[config.mk]
export PLATFORM = sky130hd
export DESIGN_NAME = exec_logic_arbiter_flat
export DESIGN_NICKNAME = d
export VERILOG_FILES = /design/src/rtl/exec_logic_arbiter_if.sv /design/src/rtl/exec_logic_arbiter.sv /design/src/flat_wrapper.sv
export SDC_FILE = /design/constraint.sdc
export NUM_CORES = 1
export LEC_CHECK = 0
export CAP_MARGIN = 25
export CORE_ASPECT_RATIO = 1.5
export CORE_MARGIN = 2
export CORE_UTILIZATION = 61
export CTS_CLUSTER_SIZE = 10
export DETAILED_ROUTE_END_ITERATION = 8
export DONT_BUFFER_PORTS = 1
export GPL_ROUTABILITY_DRIVEN = 0
export PLACE_DENSITY = 0.77
export SLEW_MARGIN = 25
export SYNTH_ARGS = -nofsm -noshare
export SYNTH_HDL_FRONTEND = slang
export SYNTH_SLANG_ARGS = --single-unit
export TNS_END_PERCENT = 30
[constraint.sdc]
create_clock -name clk -period 1.85 [get_ports clk]
set_clock_uncertainty 0.15 [all_clocks]
set_input_delay 0.185 -clock clk [delete_from_list [all_inputs] [get_ports clk]]
set_output_delay 0.185 -clock clk [all_outputs]
set_load 0.01 [all_outputs]
[src/rtl/exec_logic_arbiter_if.sv]
`default_nettype none
// ============================================================================
//  Module      : exec_logic_arbiter_if
//  Description : Issue-port and result-port bundle for the logic-unit arbiter.
//  Revision    : 1.0 - initial release
// ============================================================================
interface exec_logic_arbiter_if #(
    parameter int W_OPR = 32,
    parameter int W_TAG = 4
);
    logic             req0_valid_i;
    logic             req0_ready_o;
    logic [W_OPR-1:0] req0_opr0_i;
    logic [W_OPR-1:0] req0_opr1_i;
    logic [1:0]       req0_sel_i;
    logic [W_TAG-1:0] req0_tag_i;

    logic             req1_valid_i;
    logic             req1_ready_o;
    logic [W_OPR-1:0] req1_opr0_i;
    logic [W_OPR-1:0] req1_opr1_i;
    logic [1:0]       req1_sel_i;
    logic [W_TAG-1:0] req1_tag_i;

    logic             res_valid_o;
    logic             res_ready_i;
    logic [W_OPR-1:0] res_data_o;
    logic [W_TAG-1:0] res_tag_o;
    logic             res_src_o;

    // Requesters and result consumer
    modport master (
        output req0_valid_i, req0_opr0_i, req0_opr1_i, req0_sel_i, req0_tag_i,
        input  req0_ready_o,
        output req1_valid_i, req1_opr0_i, req1_opr1_i, req1_sel_i, req1_tag_i,
        input  req1_ready_o,
        input  res_valid_o, res_data_o, res_tag_o, res_src_o,
        output res_ready_i
    );

    // Arbiter side
    modport slave (
        input  req0_valid_i, req0_opr0_i, req0_opr1_i, req0_sel_i, req0_tag_i,
        output req0_ready_o,
        input  req1_valid_i, req1_opr0_i, req1_opr1_i, req1_sel_i, req1_tag_i,
        output req1_ready_o,
        output res_valid_o, res_data_o, res_tag_o, res_src_o,
        input  res_ready_i
    );
endinterface
`default_nettype wire

[src/rtl/exec_logic_arbiter.sv]
`default_nettype none
// ============================================================================
//  Module      : exec_logic_arbiter
//  Description : Shares one AND/OR/NOT/XOR unit between two issue requesters
//                and registers the result behind a valid/ready handshake.
//                Define EXEC_LOGIC_ARB_RR_EN for round-robin arbitration;
//                otherwise requester 0 has fixed priority.
//  Revision    : 1.0 - initial release
// ============================================================================
module exec_logic_arbiter #(
    parameter int W_OPR = 32,
    parameter int W_TAG = 4
) (
    input  wire                  clk,
    input  wire                  rst_n,
    exec_logic_arbiter_if.slave  bus
);

    localparam logic [0:0] ST_EMPTY = 1'b0;
    localparam logic [0:0] ST_FULL  = 1'b1;

    localparam logic [1:0] SEL_AND = 2'b00;
    localparam logic [1:0] SEL_OR  = 2'b01;
    localparam logic [1:0] SEL_NOT = 2'b10;

    logic [0:0]       state_q, state_d;
    logic [W_OPR-1:0] data_q,  data_d;
    logic [W_TAG-1:0] tag_q,   tag_d;
    logic             src_q,   src_d;

    logic             w_out_free;
    logic             w_gnt_any;
    logic             w_gnt_idx;
    logic             w_accept;
    logic [W_OPR-1:0] w_opa;
    logic [W_OPR-1:0] w_opb;
    logic [1:0]       w_sel;
    logic [W_TAG-1:0] w_tag;
    logic [W_OPR-1:0] w_result;

    assign w_out_free = (state_q == ST_EMPTY) || bus.res_ready_i;
    assign w_gnt_any  = bus.req0_valid_i || bus.req1_valid_i;
    assign w_accept   = w_gnt_any && w_out_free;

`ifdef EXEC_LOGIC_ARB_RR_EN
    logic ptr_q, ptr_d;

    // Pointer only matters on contention; a lone requester always wins
    always_comb begin
        if (bus.req0_valid_i && bus.req1_valid_i) begin
            w_gnt_idx = ptr_q;
        end else begin
            w_gnt_idx = bus.req1_valid_i;
        end
    end

    always_comb begin
        ptr_d = ptr_q;
        if (w_accept) begin
            ptr_d = ~w_gnt_idx;
        end
    end

    always_ff @(posedge clk or negedge rst_n) begin
        if (!rst_n) begin
            ptr_q <= 1'b0;
        end else begin
            ptr_q <= ptr_d;
        end
    end
`else
    assign w_gnt_idx = bus.req1_valid_i && !bus.req0_valid_i;
`endif

    // Ready is forced low during reset since the empty register would otherwise look free
    assign bus.req0_ready_o = rst_n && w_accept && !w_gnt_idx;
    assign bus.req1_ready_o = rst_n && w_accept &&  w_gnt_idx;

    // Idle grant index is 0, so requester 0 drives the unit when nobody is granted
    assign w_opa = w_gnt_idx ? bus.req1_opr0_i : bus.req0_opr0_i;
    assign w_opb = w_gnt_idx ? bus.req1_opr1_i : bus.req0_opr1_i;
    assign w_sel = w_gnt_idx ? bus.req1_sel_i  : bus.req0_sel_i;
    assign w_tag = w_gnt_idx ? bus.req1_tag_i  : bus.req0_tag_i;

    always_comb begin
        case (w_sel)
            SEL_AND: w_result = w_opa & w_opb;
            SEL_OR:  w_result = w_opa | w_opb;
            SEL_NOT: w_result = ~w_opa;
            default: w_result = w_opa ^ w_opb;
        endcase
    end

    always_comb begin
        state_d = state_q;
        data_d  = data_q;
        tag_d   = tag_q;
        src_d   = src_q;
        if (w_accept) begin
            state_d = ST_FULL;
            data_d  = w_result;
            tag_d   = w_tag;
            src_d   = w_gnt_idx;
        end else if ((state_q == ST_FULL) && bus.res_ready_i) begin
            state_d = ST_EMPTY;
        end
    end

    always_ff @(posedge clk or negedge rst_n) begin
        if (!rst_n) begin
            state_q <= ST_EMPTY;
            data_q  <= '0;
            tag_q   <= '0;
            src_q   <= 1'b0;
        end else begin
            state_q <= state_d;
            data_q  <= data_d;
            tag_q   <= tag_d;
            src_q   <= src_d;
        end
    end

    assign bus.res_valid_o = (state_q == ST_FULL);
    assign bus.res_data_o  = data_q;
    assign bus.res_tag_o   = tag_q;
    assign bus.res_src_o   = src_q;

endmodule
`default_nettype wire

[src/flat_wrapper.sv]
// flat-port wrapper written by rule: the top's interface ports become plain ports
module exec_logic_arbiter_flat 
#(
    parameter int W_OPR = 32,
    parameter int W_TAG = 4
)
  (clk, rst_n, bus_req0_valid_i, bus_req0_opr0_i, bus_req0_opr1_i, bus_req0_sel_i, bus_req0_tag_i, bus_req0_ready_o, bus_req1_valid_i, bus_req1_opr0_i, bus_req1_opr1_i, bus_req1_sel_i, bus_req1_tag_i, bus_req1_ready_o, bus_res_valid_o, bus_res_data_o, bus_res_tag_o, bus_res_src_o, bus_res_ready_i);
  exec_logic_arbiter_if #(.W_OPR(W_OPR), .W_TAG(W_TAG)) bus_i ();
  input  wire clk;
  input  wire rst_n;
  input wire logic [$bits(bus_i.req0_valid_i)-1:0] bus_req0_valid_i;
  input wire logic [$bits(bus_i.req0_opr0_i)-1:0] bus_req0_opr0_i;
  input wire logic [$bits(bus_i.req0_opr1_i)-1:0] bus_req0_opr1_i;
  input wire logic [$bits(bus_i.req0_sel_i)-1:0] bus_req0_sel_i;
  input wire logic [$bits(bus_i.req0_tag_i)-1:0] bus_req0_tag_i;
  output wire logic [$bits(bus_i.req0_ready_o)-1:0] bus_req0_ready_o;
  input wire logic [$bits(bus_i.req1_valid_i)-1:0] bus_req1_valid_i;
  input wire logic [$bits(bus_i.req1_opr0_i)-1:0] bus_req1_opr0_i;
  input wire logic [$bits(bus_i.req1_opr1_i)-1:0] bus_req1_opr1_i;
  input wire logic [$bits(bus_i.req1_sel_i)-1:0] bus_req1_sel_i;
  input wire logic [$bits(bus_i.req1_tag_i)-1:0] bus_req1_tag_i;
  output wire logic [$bits(bus_i.req1_ready_o)-1:0] bus_req1_ready_o;
  output wire logic [$bits(bus_i.res_valid_o)-1:0] bus_res_valid_o;
  output wire logic [$bits(bus_i.res_data_o)-1:0] bus_res_data_o;
  output wire logic [$bits(bus_i.res_tag_o)-1:0] bus_res_tag_o;
  output wire logic [$bits(bus_i.res_src_o)-1:0] bus_res_src_o;
  input wire logic [$bits(bus_i.res_ready_i)-1:0] bus_res_ready_i;
  assign bus_i.req0_valid_i = bus_req0_valid_i;
  assign bus_i.req0_opr0_i = bus_req0_opr0_i;
  assign bus_i.req0_opr1_i = bus_req0_opr1_i;
  assign bus_i.req0_sel_i = bus_req0_sel_i;
  assign bus_i.req0_tag_i = bus_req0_tag_i;
  assign bus_req0_ready_o = bus_i.req0_ready_o;
  assign bus_i.req1_valid_i = bus_req1_valid_i;
  assign bus_i.req1_opr0_i = bus_req1_opr0_i;
  assign bus_i.req1_opr1_i = bus_req1_opr1_i;
  assign bus_i.req1_sel_i = bus_req1_sel_i;
  assign bus_i.req1_tag_i = bus_req1_tag_i;
  assign bus_req1_ready_o = bus_i.req1_ready_o;
  assign bus_res_valid_o = bus_i.res_valid_o;
  assign bus_res_data_o = bus_i.res_data_o;
  assign bus_res_tag_o = bus_i.res_tag_o;
  assign bus_res_src_o = bus_i.res_src_o;
  assign bus_i.res_ready_i = bus_res_ready_i;
  exec_logic_arbiter #(.W_OPR(W_OPR), .W_TAG(W_TAG)) u_core (.clk(clk), .rst_n(rst_n), .bus(bus_i));
endmodule
Yosys cells after proc, flatten, opt, wreduce, memory -nomap -nowiden
Index checks and enable logic that the tools add are counted.
{"block": "word_totals", "wordCells": 30, "memories": 0, "ff_bits": 38, "mem_bits_ro": 0, "input_bits": 145, "latchBits": 0, "out_inout_bits": 40, "mem_bits_rw": 0}
{"block": "classes", "multipliers": 0, "shift": 0, "n_lt_le_gt_ge": 0, "addsub": 0, "n_mux": 7, "n_div": 0, "eq_ne": 2, "reduce_logical": 12, "bitwise": 5}
{"op": "$pmux W32 S3", "n": 1}
{"op": "$mux W32", "n": 2}
{"op": "$and A32 B32 Y32", "n": 1}
{"op": "$not A32 Y32", "n": 1}
{"op": "$or A32 B32 Y32", "n": 1}
{"op": "$xor A32 B32 Y32", "n": 1}
{"op": "$logic_and A1 B1 Y1", "n": 6}
{"op": "$mux W4", "n": 1}
{"op": "$eq A2 B1 Y1 const B", "n": 1}
{"op": "$eq A2 B2 Y1 const B", "n": 1}
{"op": "$logic_not A1 Y1", "n": 2}
{"op": "$logic_not A2 Y1", "n": 1}
{"op": "$logic_or A1 B1 Y1", "n": 2}
{"op": "$mux W1", "n": 2}
{"op": "$mux W2", "n": 1}
{"op": "$reduce_bool A2 Y1", "n": 1}
{"op": "$not A1 Y1", "n": 1}

Logic depth before layout (Yosys ltp)
Gate-level depths: netlist of the first run.
{"block": "logic_depth", "ltp_word": 5, "mapped_depth": 10, "ltp_nobuf": 7}

Worst setup path after synthesis of the first run
No wires, ideal clock.
{"block": "synth_timing", "path_kind": "in2reg", "from": "in bus_req0_valid_i", "to": "reg u_core.data_q[10] (netlist: u_core.bus.res_data_o[10])", "stages": 9, "n_path_buf": 2, "setup_ns": 0.104, "arrival_ns": 1.594, "setup_slack_ns": 0.002, "required_ns": 1.596, "cell_sequence": "and2b_4 > buf_2 > clkbuf_1 > nand2_1 > nand2_1 > inv_1 > ha_1 > o2bb2ai_1 > a221oi_1"}
{"block": "synth_via", "elab_chain_cells": 5, "word_cells_on_any_way": 15, "classes_between": "eq/ne (2); mux (4); bitwise (4); reduce/logical (5)"}
{"element": "start: declaration", "line": "flat_wrapper.sv:11", "text": "input wire logic [$bits(bus_i.req0_valid_i)-1:0] bus_req0_valid_i;"}
{"element": "$logic_not A1 Y1", "line": "exec_logic_arbiter.sv:72", "text": "assign w_gnt_idx = bus.req1_valid_i && !bus.req0_valid_i;"}
{"element": "$logic_and A1 B1 Y1", "line": "exec_logic_arbiter.sv:72"}
{"element": "$mux W2, or another cell as far along", "line": "exec_logic_arbiter.sv:82", "text": "assign w_sel = w_gnt_idx ? bus.req1_sel_i : bus.req0_sel_i;"}
{"element": "$eq A2 B2 Y1, or another cell as far along", "line": "exec_logic_arbiter.sv:86", "text": "case (w_sel)"}
{"element": "$pmux W32 S3", "line": "exec_logic_arbiter.sv:86"}
{"element": "end signal: assignment", "line": "exec_logic_arbiter.sv:117", "text": "data_q <= data_d;"}
{"element": "end: declaration", "line": "exec_logic_arbiter.sv:27", "text": "logic [W_OPR-1:0] data_q, data_d;"}
Parallel ways exist; a longest one is shown, timed or not.
A chain may end at the register's enable or synchronous reset.

Worst setup path after layout of the first run
{"block": "layout_timing", "from": "reg u_core.state_q (netlist: u_core.bus.res_valid_o)", "to": "reg u_core.tag_q[1] (netlist: u_core.bus.res_tag_o[1])"}
{"block": "layout_via", "elab_chain_cells": 3}
{"element": "start: declaration", "line": "exec_logic_arbiter.sv:26", "text": "logic [0:0] state_q, state_d;"}
{"element": "start signal: assignment", "line": "exec_logic_arbiter.sv:116", "text": "state_q <= state_d;"}
{"element": "$not A1 Y1", "line": "exec_logic_arbiter.sv:41", "text": "assign w_out_free = (state_q == ST_EMPTY) || bus.res_ready_i;"}
{"element": "$logic_or A1 B1 Y1", "line": "exec_logic_arbiter.sv:41"}
{"element": "$logic_and A1 B1 Y1", "line": "exec_logic_arbiter.sv:43", "text": "assign w_accept = w_gnt_any && w_out_free;"}
{"element": "end signal: assignment", "line": "exec_logic_arbiter.sv:118", "text": "tag_q <= tag_d;"}
{"element": "end: declaration", "line": "exec_logic_arbiter.sv:28", "text": "logic [W_TAG-1:0] tag_q, tag_d;"}
Every way passes these cells.

==> flow_metrics.tcl, run 1 <==
set metrics [dict create \
    status "completed" \
    rsz0062_at_grt "no" \
    tritoncts "built" \
    ys_warn_count 0 \
    dr_total_vias 4614 \
    powerDensity_mw_per_mm2 564 \
    cp_data_arrival_time_ns 1.79 \
    grt_max_degree 42 \
    setup_viol 0 \
    drv_slew 0 \
    period_share 0.935 \
    grt_pass1_wl_mm 21.5 \
    cts_buffers 5 \
    portBuffers 0 \
    r2r_slack_ns 0.12 \
    max-clock-path-buffers 2 \
    rows 38 \
    critPathLaunchType "flip-flop" \
    maxCapViolCount 0 \
    grt_usage 0.337 \
    ant_nets 0 \
    htreeDepth 2 \
    dieArea_mm2 0.00822 \
    nets 861 \
    tns_ns 0 \
    drt-total-wl_mm 13.8 \
    die_h_um 110 \
    period_needed_ns 1.73 \
    final_layout_size_suffix_gt1_frac 0.0936 \
    num-fill-cells 607 \
    cts_resized 0 \
    finalInstanceArea_mm2 0.00523 \
    syn-cell-area_mm2 0.00457 \
    hold_class "in2reg" \
    synth.yosys.seq_area_share 0.208 \
    finalHoldViolations 0 \
    antenna_found_initial 0 \
    num_io_pins 185 \
    initial_utilization 0.628 \
    syn_nets 845 \
    clock.fmax_mhz 578 \
    slew_headroom 0.487 \
    dpl_cell_area_mm2 0.00471 \
    synth.distinct_cells 25 \
    syn_avg_cell_area_um2 7.19 \
    route.detailed.drc 0 \
    antenna_cells 0 \
    dpl.hpwl_mm 8.82 \
    syn-instance-count 636 \
    core_area_mm2 0.00727 \
    crit_required_ns 1.91 \
    ys_ff_latch 38 \
    cts_hold_buf 43 \
    drt_pre_antenna_iters 5 \
    ir_worst_vdd_mv 0.575 \
    grt-ovfl-total 0 \
    drt_iter0_drc 343 \
    die_w_um 74.7 \
    end_kind "flip-flop" \
    multi_input_area_mm2 0.00318 \
    ff_latch_area_um2 951 \
    postCtsSetupRepairBufs 0 \
    clk_latency_ns 0.30 \
    syn2layout_area_growth_pct 14.3 \
    clkSinkCount 38 \
    p_leak_nw 2.55 \
    clock-root-buffer "clkbuf_8" \
    post_drt_wl_per_cell_um 18.4 \
    clkSlewWorstSetupHoldPaths_ns 0.08 \
    grt_pass1_vias 4788 \
    worstMarginPinSlew_ns 0.767 \
    viasPerCell 6.14 \
    path_max_fanout 32 \
    critPathKind "reg2reg" \
]
## metal layers
layer / part of all wire / up-vias / global-route usage
met5: 0 / - / 0
met4: 0.032 / 0 / 0.140
met3: 0.076 / 43 / 0.0827
met2: 0.52 / 226 / 0.621
met1: 0.37 / 2160 / 0.355
li1: - / 2185 / -
## cells by family (layout without fill, tap and decap cells)
family / Yosys count / count (layout) / synth area share
flops: 38 / 38 / 0.208
fa+ha+maj: 64 / 64 / 0.175
buf+inv: 115 / 131 / 0.102
compound gates: 105 / 105 / 0.229
mux: 1 / 1 / 0.00328
simple gates: 313 / 313 / 0.282
## placed cells by master (no fill, tap or decap), types with 2 or more instances in the layout
cell / n
a21oi_1: 2
a221oi_1: 2
a221oi_2: 30
a31oi_1: 4
and3_1: 2
buf_12: 8
buf_4: 10
clkbuf_1: 2
clkbuf_8: 5
dfrtp_1: 38
dlygate4sd3_1: 41
ha_1: 64
inv_1: 64
nand2_1: 203
nand2b_1: 2
nand3_1: 64
nor2_1: 37
o211ai_1: 32
o2bb2ai_1: 32
## path summary, 6_finish.rpt
kind / from / cells after the start / to
setup / recovery: u_core.bus.res_valid_o / 5 / u_core.bus.res_tag_o[1]
hold / removal: bus_req1_opr0_i[15] / 3 / u_core.bus.res_data_o[15]
setup reg to reg: u_core.bus.res_valid_o / 5 / u_core.bus.res_tag_o[1]
hold reg to reg: u_core.bus.res_tag_o[3] / 2 / u_core.bus.res_tag_o[3]
max in group asynchronous: rst_n / 2 / u_core.bus.res_tag_o[0]
min in group asynchronous: rst_n / 2 / u_core.bus.res_data_o[13]
## through the flow
step	total power, mW	utilization	hold slack [ns]	worst slack, ns	cells
floorplan	2.01	-	-0.261	0.00193	636
global placement	2.20	0.648	-0.260	0.124	702
detailed placement	2.25	0.648	-0.260	0.0740	702
CTS	2.96	0.719	0.000729	0.0173	752
global route	3.15	0.718	0.00463	0.0406	752
finish	2.95	0.718	0.00374	0.121	752
## synthesized netlist by cell type, drive strengths merged
master	n	area share
nand2	203	0.17
ha	64	0.18
inv	64	0.053
nand3	64	0.070
dfrtp	38	0.21
nor2	37	0.030
a221oi	32	0.10
o211ai	32	0.053
o2bb2ai	32	0.061
buf	28	0.031
clkbuf	23	0.019
a31oi	5	0.0082
and3	3	0.0041
nand2b	3	0.0041
a21oi	2	0.0022
and2b	1	0.0022
and4b	1	0.0022
mux2	1	0.0033
nand4bb	1	0.0025
o21a	1	0.0016
o21ai	1	0.0011
## cell type report
| type | instances | area share |
|---|---|---|
| Inverter | 64 | 0.0460 |
| Timing Repair Buffer | 60 | 0.124 |
| Sequential cell | 38 | 0.182 |
| Clock buffer | 7 | 0.0146 |
| Multi-Input combinational cell | 483 | 0.609 |
| Tap cell | 100 | 0.0239 |
## sequential cells by signal, summed over array words and instances, names as in the netlist
name / flops
u_core.bus.res_data_o: 32
u_core.bus.res_src_o: 1
u_core.bus.res_tag_o: 4
u_core.bus.res_valid_o: 1
## worst max-delay path: stages, from the launching register on
cell and delay (ns):
dfrtp_1 0.38, nand2b_1 0.20, o21a_4 0.19, buf_4 0.37, nor2_1 0.10, a31oi_1 0.23
## report_power, final
group          internal [mW]  total, mW  switching (mW)
Combinational          0.508       1.16           0.648
Sequential             0.993       1.21           0.218
Clock                  0.261      0.583           0.323
(Power assumes the default switching activity.)
==> run 2: changes to the inputs <==
--- a/config.mk
+++ b/config.mk
@@ -14,6 +14,7 @@
 export DONT_BUFFER_PORTS = 1
 export GPL_ROUTABILITY_DRIVEN = 0
 export PLACE_DENSITY = 0.77
+export SETUP_SLACK_MARGIN = 0.4
 export SLEW_MARGIN = 25
 export SYNTH_ARGS = -nofsm -noshare
 export SYNTH_HDL_FRONTEND = slang
==> flow_metrics.tcl, run 2 (same netlist as run 1, synthesis figures left out) <==
set metrics [dict create \
    dpl.hpwl_mm 8.82 \
    largest_reg_flops 32 \
    cp_data_arrival_time_ns 1.54 \
    drt_iter0_drc 366 \
    max-clock-path-buffers 2 \
    drt_pre_antenna_iters 5 \
    dpl_cell_area_mm2 0.00488 \
    die_h_um 110 \
    max_stage_delay_ns 0.40 \
    viasPerCell 6.36 \
    maxCapViolCount 0 \
    setup_viol 0 \
    syn2layout_area_growth_pct 20.6 \
    violations "negative hold slack" \
    clk_latency_ns 0.30 \
    clkSlewWorstSetupHoldPaths_ns 0.09 \
    critPathLaunchType "flip-flop" \
    antenna_found_initial 0 \
    p_leak_nw 2.65 \
    dr_total_vias 4706 \
    critPathKind "reg2reg" \
    grt_usage 0.319 \
    period_needed_ns 1.48 \
    rsz0062_at_grt "yes" \
    finalHoldViolations 10 \
    grt-ovfl-total 0 \
    cts_buffers 5 \
    clock.fmax_mhz 674 \
    grt_pass1_vias 4484 \
    dr_wl_met3_mm 1.16 \
    nets 848 \
    drt-total-wl_mm 14.7 \
    worstMarginPinSlew_ns 0.489 \
    whs_ns -0.0219 \
    rows 38 \
    ant_nets 0 \
    die_w_um 74.7 \
    portBuffers 0 \
    htreeDepth 2 \
    tritoncts "built" \
    period_share 0.802 \
    routed-wl-met2_mm 7.68 \
    slowest_stage "dfrtp_1" \
    finalInstanceArea_mm2 0.00551 \
    crit_required_ns 1.91 \
    route.detailed.drc 0 \
    core_area_mm2 0.00727 \
    end_kind "flip-flop" \
    final_common_cell "nand2_1" \
    dieArea_mm2 0.00822 \
    num_io_pins 185 \
    post_drt_wl_per_cell_um 19.8 \
    final_cell_mix "nand2_1 (203), inv_1 (64), nand3_1 (64)" \
    fin_ws_ns 0.367 \
    initial_utilization 0.628 \
    clkSinkCount 38 \
    wl_met1_mm 5.42 \
    slew_headroom 0.673 \
    top_layer_used "met4" \
    place_ws_ns 0.0849 \
    tns_ns 0 \
    status "finished, violations left" \
    antenna_cells 0 \
    clock-root-buffer "clkbuf_8" \
    ir_worst_vdd_mv 0.434 \
    crit_chain "nand2b_4, o21a_4, and3_4, buf_12, a221oi_2" \
    grt_pass1_wl_mm 20.3 \
    powerDensity_mw_per_mm2 623 \
    final_layout_size_suffix_gt1_frac 0.164 \
    grt_max_degree 53 \
    path_max_fanout 13 \
    hold_class "in2reg" \
    drv_slew 0 \
]
## run 2: cell types whose count changed in the layout (fill, tap and decap cells not counted), sizes merged
cell / before / now
and2b: 1 / 2
buf: 19 / 24
bufinv: 0 / 2
clkbuf: 7 / 12
dlygate4sd3: 41 / 16
## run 2: power by group
part	switching [mW]	total (mW)	internal (mW)
logic	0.711	1.30	0.588
registers	0.216	1.21	0.993
clock network	0.351	0.928	0.576
total	1.28	3.43	2.16
## run 2: what timing repair did
action / 4_1_cts / 5_1_grt
gates cloned: 2 / 7
gates resized for setup: 9 / 2
setup buffers: 5 / 0
pin swaps: 3 / 2
hold endpoints to repair: 68 / 2
setup endpoints to repair: 34 / 35
hold buffers: 15 / 2
## run 2: metrics by stage
stage	total power, mW	std cells	utilization	hold WS, ns
after floorplan	2.09	636	-	-0.261
after global placement	2.26	701	0.671	-0.260
after detailed placement	2.32	701	0.671	-0.260
after CTS	3.36	731	0.730	-0.0254
after global routing	3.61	740	0.758	0.00192
final	3.43	740	0.758	-0.0219
## run 2: layout make-up
class	count	area [um^2]
tap	100	125
timing repair buffer	46	676
fill	545	1760
inverter	64	240
multi-input combinational	484	3380
clock inverter	2	60.1
clock buffer	6	82.6
sequential	38	951
## run 2: path summary, 6_finish.rpt
kind	start	slack [ns]	endpoint	cells past startpoint
max	u_core.bus.res_valid_o	0.37	u_core.bus.res_data_o[27]	5
min	bus_req1_sel_i[1]	-0.02	u_core.bus.res_data_o[4]	3
max reg2reg	u_core.bus.res_valid_o	0.37	u_core.bus.res_data_o[27]	5
min reg2reg	u_core.bus.res_src_o	0.45	u_core.bus.res_src_o	2
max in group asynchronous	rst_n	1.13	u_core.bus.res_data_o[26]	2
min in group asynchronous	rst_n	0.20	u_core.bus.res_data_o[9]	2
## run 2: metal layers
metal	global-route usage	vias to the layer above
li1	-	2160
met1	0.342	2258
met2	0.582	247
met3	0.0745	41
met4	0.142	0
met5	0	-
## run 2: worst max-delay path: cells and delay by family, from the launching register on
family                 cells  cell delay (ns)
AND/OR/NAND/NOR            2             0.28
flip-flops                 1             0.40
AO/OA/AOI/OAI              2             0.38
buffers and inverters      1             0.17
